[src/rtl/dec_pkg.sv]
// Shared constants and state encoding for the pulsed 3-to-8 decoder.
package dec_pkg;

  localparam int CODE_W   = 3;
  localparam int ONEHOT_W = 8;

  typedef enum logic [1:0] {
    ST_IDLE = 2'd0,
    ST_HOLD = 2'd1,
    ST_GAP  = 2'd2
  } state_t;

  function automatic int max2(input int a, input int b);
    return (a > b) ? a : b;
  endfunction

endpackage

[src/rtl/dec3to8_pulse_dec.sv]
// Combinational 3-to-8 one-hot decoder, gated by enable.
module dec3to8
  import dec_pkg::*;
(
  input  logic                din,
  input  logic [CODE_W-1:0]   code,
  output logic [ONEHOT_W-1:0] onehot
);

  always_comb begin
    onehot = '0;
    if (din) onehot[code] = 1'b1;
  end

endmodule

[src/rtl/dec3to8_pulse.sv]
// Handshaked 3-to-8 decoder: holds the one-hot line for HOLD_CYCLES, pulses done,
// then waits GAP_CYCLES before accepting again. Counts accepted codes.
module dec3to8_pulse
  import dec_pkg::*;
#(
  parameter int HOLD_CYCLES = 4,
  parameter int GAP_CYCLES  = 1,
  parameter int CNT_W       = 8
) (
  input  logic                clk,
  input  logic                rst,
  input  logic                EN,
  input  logic [CODE_W-1:0]   Din,
  input  logic                in_valid,
  output logic                in_ready,
  output logic [ONEHOT_W-1:0] Dout,
  output logic                busy,
  output logic                done,
  output logic [CNT_W-1:0]    count
);

  localparam int TW = $clog2(max2(HOLD_CYCLES, GAP_CYCLES)) + 1;
  localparam logic [TW-1:0] HOLD_LOAD = TW'(HOLD_CYCLES - 1);
  localparam logic [TW-1:0] GAP_LOAD  = TW'((GAP_CYCLES > 0) ? GAP_CYCLES - 1 : 0);

  state_t                state_q, state_d;
  logic [TW-1:0]         tmr_q, tmr_d;
  logic [ONEHOT_W-1:0]   dout_q, dout_d;
  logic                  busy_q, busy_d;
  logic                  done_q, done_d;
  logic [CNT_W-1:0]      count_q, count_d;
  logic [ONEHOT_W-1:0]   dec_onehot;
  logic                  accept;

  dec3to8 u_dec (
    .din    (EN),
    .code   (Din),
    .onehot (dec_onehot)
  );

  assign in_ready = EN & ~rst & (state_q == ST_IDLE);
  assign accept   = in_valid & in_ready;

  always_comb begin
    state_d = state_q;
    tmr_d   = tmr_q;
    dout_d  = dout_q;
    busy_d  = busy_q;
    done_d  = 1'b0;
    count_d = count_q;

    if (!EN) begin
      // Abort: no done pulse, count kept.
      state_d = ST_IDLE;
      dout_d  = '0;
      busy_d  = 1'b0;
    end else begin
      case (state_q)
        ST_IDLE: begin
          if (accept) begin
            state_d = ST_HOLD;
            tmr_d   = HOLD_LOAD;
            dout_d  = dec_onehot;
            busy_d  = 1'b1;
            count_d = count_q + CNT_W'(1);
          end
        end
        ST_HOLD: begin
          if (tmr_q == '0) begin
            dout_d = '0;
            done_d = 1'b1;
            if (GAP_CYCLES == 0) begin
              state_d = ST_IDLE;
              busy_d  = 1'b0;
            end else begin
              state_d = ST_GAP;
              tmr_d   = GAP_LOAD;
            end
          end else begin
            tmr_d = tmr_q - TW'(1);
          end
        end
        ST_GAP: begin
          if (tmr_q == '0) begin
            state_d = ST_IDLE;
            busy_d  = 1'b0;
          end else begin
            tmr_d = tmr_q - TW'(1);
          end
        end
        default: begin
          state_d = ST_IDLE;
          dout_d  = '0;
          busy_d  = 1'b0;
        end
      endcase
    end
  end

  always_ff @(posedge clk) begin
    if (rst) begin
      state_q <= ST_IDLE;
      tmr_q   <= '0;
      dout_q  <= '0;
      busy_q  <= 1'b0;
      done_q  <= 1'b0;
      count_q <= '0;
    end else begin
      state_q <= state_d;
      tmr_q   <= tmr_d;
      dout_q  <= dout_d;
      busy_q  <= busy_d;
      done_q  <= done_d;
      count_q <= count_d;
    end
  end

  assign Dout  = dout_q;
  assign busy  = busy_q;
  assign done  = done_q;
  assign count = count_q;

endmodule

[config.mk]
export PLATFORM = sky130hd
export DESIGN_NAME = dec3to8_pulse
export DESIGN_NICKNAME = d
export VERILOG_FILES = /design/src/rtl/dec_pkg.sv /design/src/rtl/dec3to8_pulse_dec.sv /design/src/rtl/dec3to8_pulse.sv
export SDC_FILE = /design/constraint.sdc
export NUM_CORES = 1
export LEC_CHECK = 0
export ABC_AREA = 1
export CAP_MARGIN = 10
export CORE_MARGIN = 2
export CORE_UTILIZATION = 27
export CTS_CLUSTER_SIZE = 28
export DETAILED_ROUTE_END_ITERATION = 7
export GPL_TIMING_DRIVEN = 0
export PLACE_DENSITY = 0.5
export SYNTH_ARGS = -nofsm -noshare
export SYNTH_HDL_FRONTEND = slang
export SYNTH_SLANG_ARGS = --single-unit
export TNS_END_PERCENT = 30
[constraint.sdc]
create_clock -name clk -period 2.5 [get_ports clk]
set_input_delay 0.375 -clock clk [delete_from_list [all_inputs] [get_ports clk]]
set_output_delay 0.375 -clock clk [all_outputs]
set_load 0.05 [all_outputs]
==> results.ini <==
[worst_setup_path]
cp-startpoint = rst
critPathMaxStageDelay_ps = 590
path_buf_inv = 3
cp_max_fo = 10
endpoint = in_ready
r2r_start = tmr_q[0]$_SDFFE_PP0P_
path_class = primary input to output port
critPathCaptureType = output port
critPathSlowestCell = clkdlybuf4s50_1
ff2ff_path_depth = 10
r2r-end = Dout[2]$_SDFFE_PP0P_
r2r_slack_ps = 800
cp_top_family = buffers and inverters
required_ps = 2120
worstPathArrival_ps = 2010
path_cells = clkdlybuf4s50_1, inv_2, nand2_4, nor2_1, dlygate4sd2_1
critPathLaunchType = primary input
crit_cells = 5

[power]
total_power_uw = 781.4
power_density_nw_per_um2 = 489.4
p_leak_uw = 0.0006314
ir_worst_vdd_v = 0.0001907

[routing]
wl_met3_um = 94
top_layer_used = met4
drc_errors = 0
route.final.wire_length_um = 2741
drtIter0Drc = 55
wire_per_inst_um = 10.34
routed_via_density = 4.404
drt-pass1-iter-count = 4
antenna_left = 0
wl_met2_um = 1258
route.vias.total = 1167
m1WireLength_um = 1355

[finish]
synthToLayoutAreaGrowth_pct = 29.02
drive_gt1_share_pct = 5.634
nFillCells = 492
n_antenna_cell = 0
final_area_um2 = 1597
layout.cells.non_filler = 265
final_nets = 228

[global_route]
grt_max_degree = 13
grt.overflow.total = 0
antenna_found_initial = 0
track_usage_pct = 11.47
grt_pass1_wl_um = 4705
grt_pass1_vias = 1050

[sta]
worst_pin_slew_ps = 495.8
final-setup-viol-count = 0
slew_headroom_pct = 66.85
fin_hold_ws_ps = 464.6
skew_ps = 2.889
min_period_ps = 2384
tns_ps = 0
hold_violations = 0
slew_viol_final = 0
rsz0062_at_grt = no
fmax_mhz = 419.5
period_share_pct = 95.35

[placed_design]
dp_hpwl_um = 2056
port_buffers = 25
routabilityCongestion = 0.8137
place_inst = 261
dpl_cell_area_um2 = 1553

[clock_tree]
cts-root-buf = clkbuf_8
h-tree-depth = 1
cts.clk_slew.worst_paths_ps = 80
insertion_delay_ps = 260
clock_sink_count = 23
clockBufferDepth = 2
numCtsBuffers = 3
cts_tree = built

[floorplanning]
die_area_um2 = 5141
die_height_um = 71.70
core_um2 = 4384
start_util_pct = 28.22
top_level_ports = 26
rows = 24
chipWidth_um = 71.70

[logic_synthesis]
seq_area_frac_synth_pct = 37.21
yosys_warnings = 0
synth_top_area_cell = dfxtp_1
synth_edf_count = 0
synthArstFlopShare_pct = 0
ys.flop_type = dfxtp_1
ys_top_cells_by_count = nand2_1 (55), dfxtp_1 (23), inv_1 (22), nor2_1 (21), a21oi_1 (19)
syn_area_per_cell_um2 = 6.725
synth_nets = 198
synth_top_area_share_pct = 37.21
synthTopCellsByArea = dfxtp_1 (37%), nand2_1 (17%), a21oi_1 (7.7%)
ys_types = 20
synth-seq-cells = 23
synthCells = 184
synth_most_common_cell = nand2_1
netlist_area_um2 = 1237

[hold_path]
hold_class = flip-flop to flip-flop

[run_status]
status = completed

[run]
maxCapViolations = 0

logic make-up after synthesis:
| kind of cell | count (synthesis) | share of synthesized area, % |
|---|---|---|
| AOI/OAI and AO/OA | 23 | 10.42 |
| xor gates and xnor gates | 1 | 0.7079 |
| adders and majority gates | 7 | 7.078 |
| buffers and inverters | 25 | 8.190 |
| DFF | 23 | 37.21 |
| and+or+nand+nor | 105 | 36.40 |
worst min-delay path: cells and delay by family, from the launching register on:
family	cells	cell delay, ps
AOI/OAI and AO/OA	1	50
DFF	1	320
and+or+nand+nor	1	60
through the flow:
stage               setup slack (ps)  util, %
floorplan                      657.0        -
global placement              -161.8    35.42
detailed placement            -150.9    35.42
CTS                            124.8    36.42
global route                   9.445    36.42
finish                         116.2    36.42
worst min path at each step:
stage,startpoint,endpoint,slack [ps],cells past startpoint
after floorplan,rst,count[1]$_SDFFE_PP0P_,440,1
after global placement,Dout[1]$_SDFFE_PP0P_,Dout[1]$_SDFFE_PP0P_,450,2
after detailed placement,busy$_SDFFE_PP0P_,busy$_SDFFE_PP0P_,460,2
after CTS,busy$_SDFFE_PP0P_,busy$_SDFFE_PP0P_,470,2
after global routing,Dout[1]$_SDFFE_PP0P_,Dout[1]$_SDFFE_PP0P_,500,2
final,busy$_SDFFE_PP0P_,busy$_SDFFE_PP0P_,460,2
report_power, final:
| group | internal [uW] | switching (uW) |
|---|---|---|
| Sequential | 377 | 5.86 |
| Combinational | 56.5 | 110 |
| Clock | 114 | 119 |
| Total | 547 | 234 |
registers in the layout, summed over array words and instances (netlist names):
register  count
Dout          8
busy          1
state_q       2
tmr_q         3
count         8
done          1
layout by cell type, fill, tap and decap left out:
cell and n:
a21boi_0 1, a21oi_1 19, buf_6 1, clkbuf_1 1, clkbuf_8 3, clkdlybuf4s50_1 24, clkinv_1 1, dfxtp_1 23
dlygate4sd2_1 1, ha_1 7, inv_1 22, inv_2 1, nand2_1 55, nand2_2 1, nand2_4 1, nand3_1 17
nand3_2 1, nor2_1 21, nor2_2 2, nor3_1 6, nor3_2 1, o21ai_0 2, o21ai_4 1, xor2_1 1
layer usage:
layer	track usage, %	vias up
met3	1.828	2
met5	0	-
met2	18.42	22
met1	15.41	505
li1	-	638
met4	4.403	0
cell type report:
type / instances / area [um2] / area share, %
multi-input combinational: 136 / 675.6 / 42.32
timing repair buffer: 25 / 249.0 / 15.60
inverter: 24 / 90.09 / 5.643
sequential: 23 / 460.4 / 28.84
buffer: 1 / 11.26 / 0.7053
tap: 52 / 65.06 / 4.075
clock buffer: 4 / 45.04 / 2.821
what timing repair did:
item                                    CTS  global route
endpoints found under the hold margin     0             0
buffers inserted                          0             0
hold buffers                              0             0
endpoints found under the setup margin    1             0
resized for setup                         1             0
(Power assumes the default switching activity.)
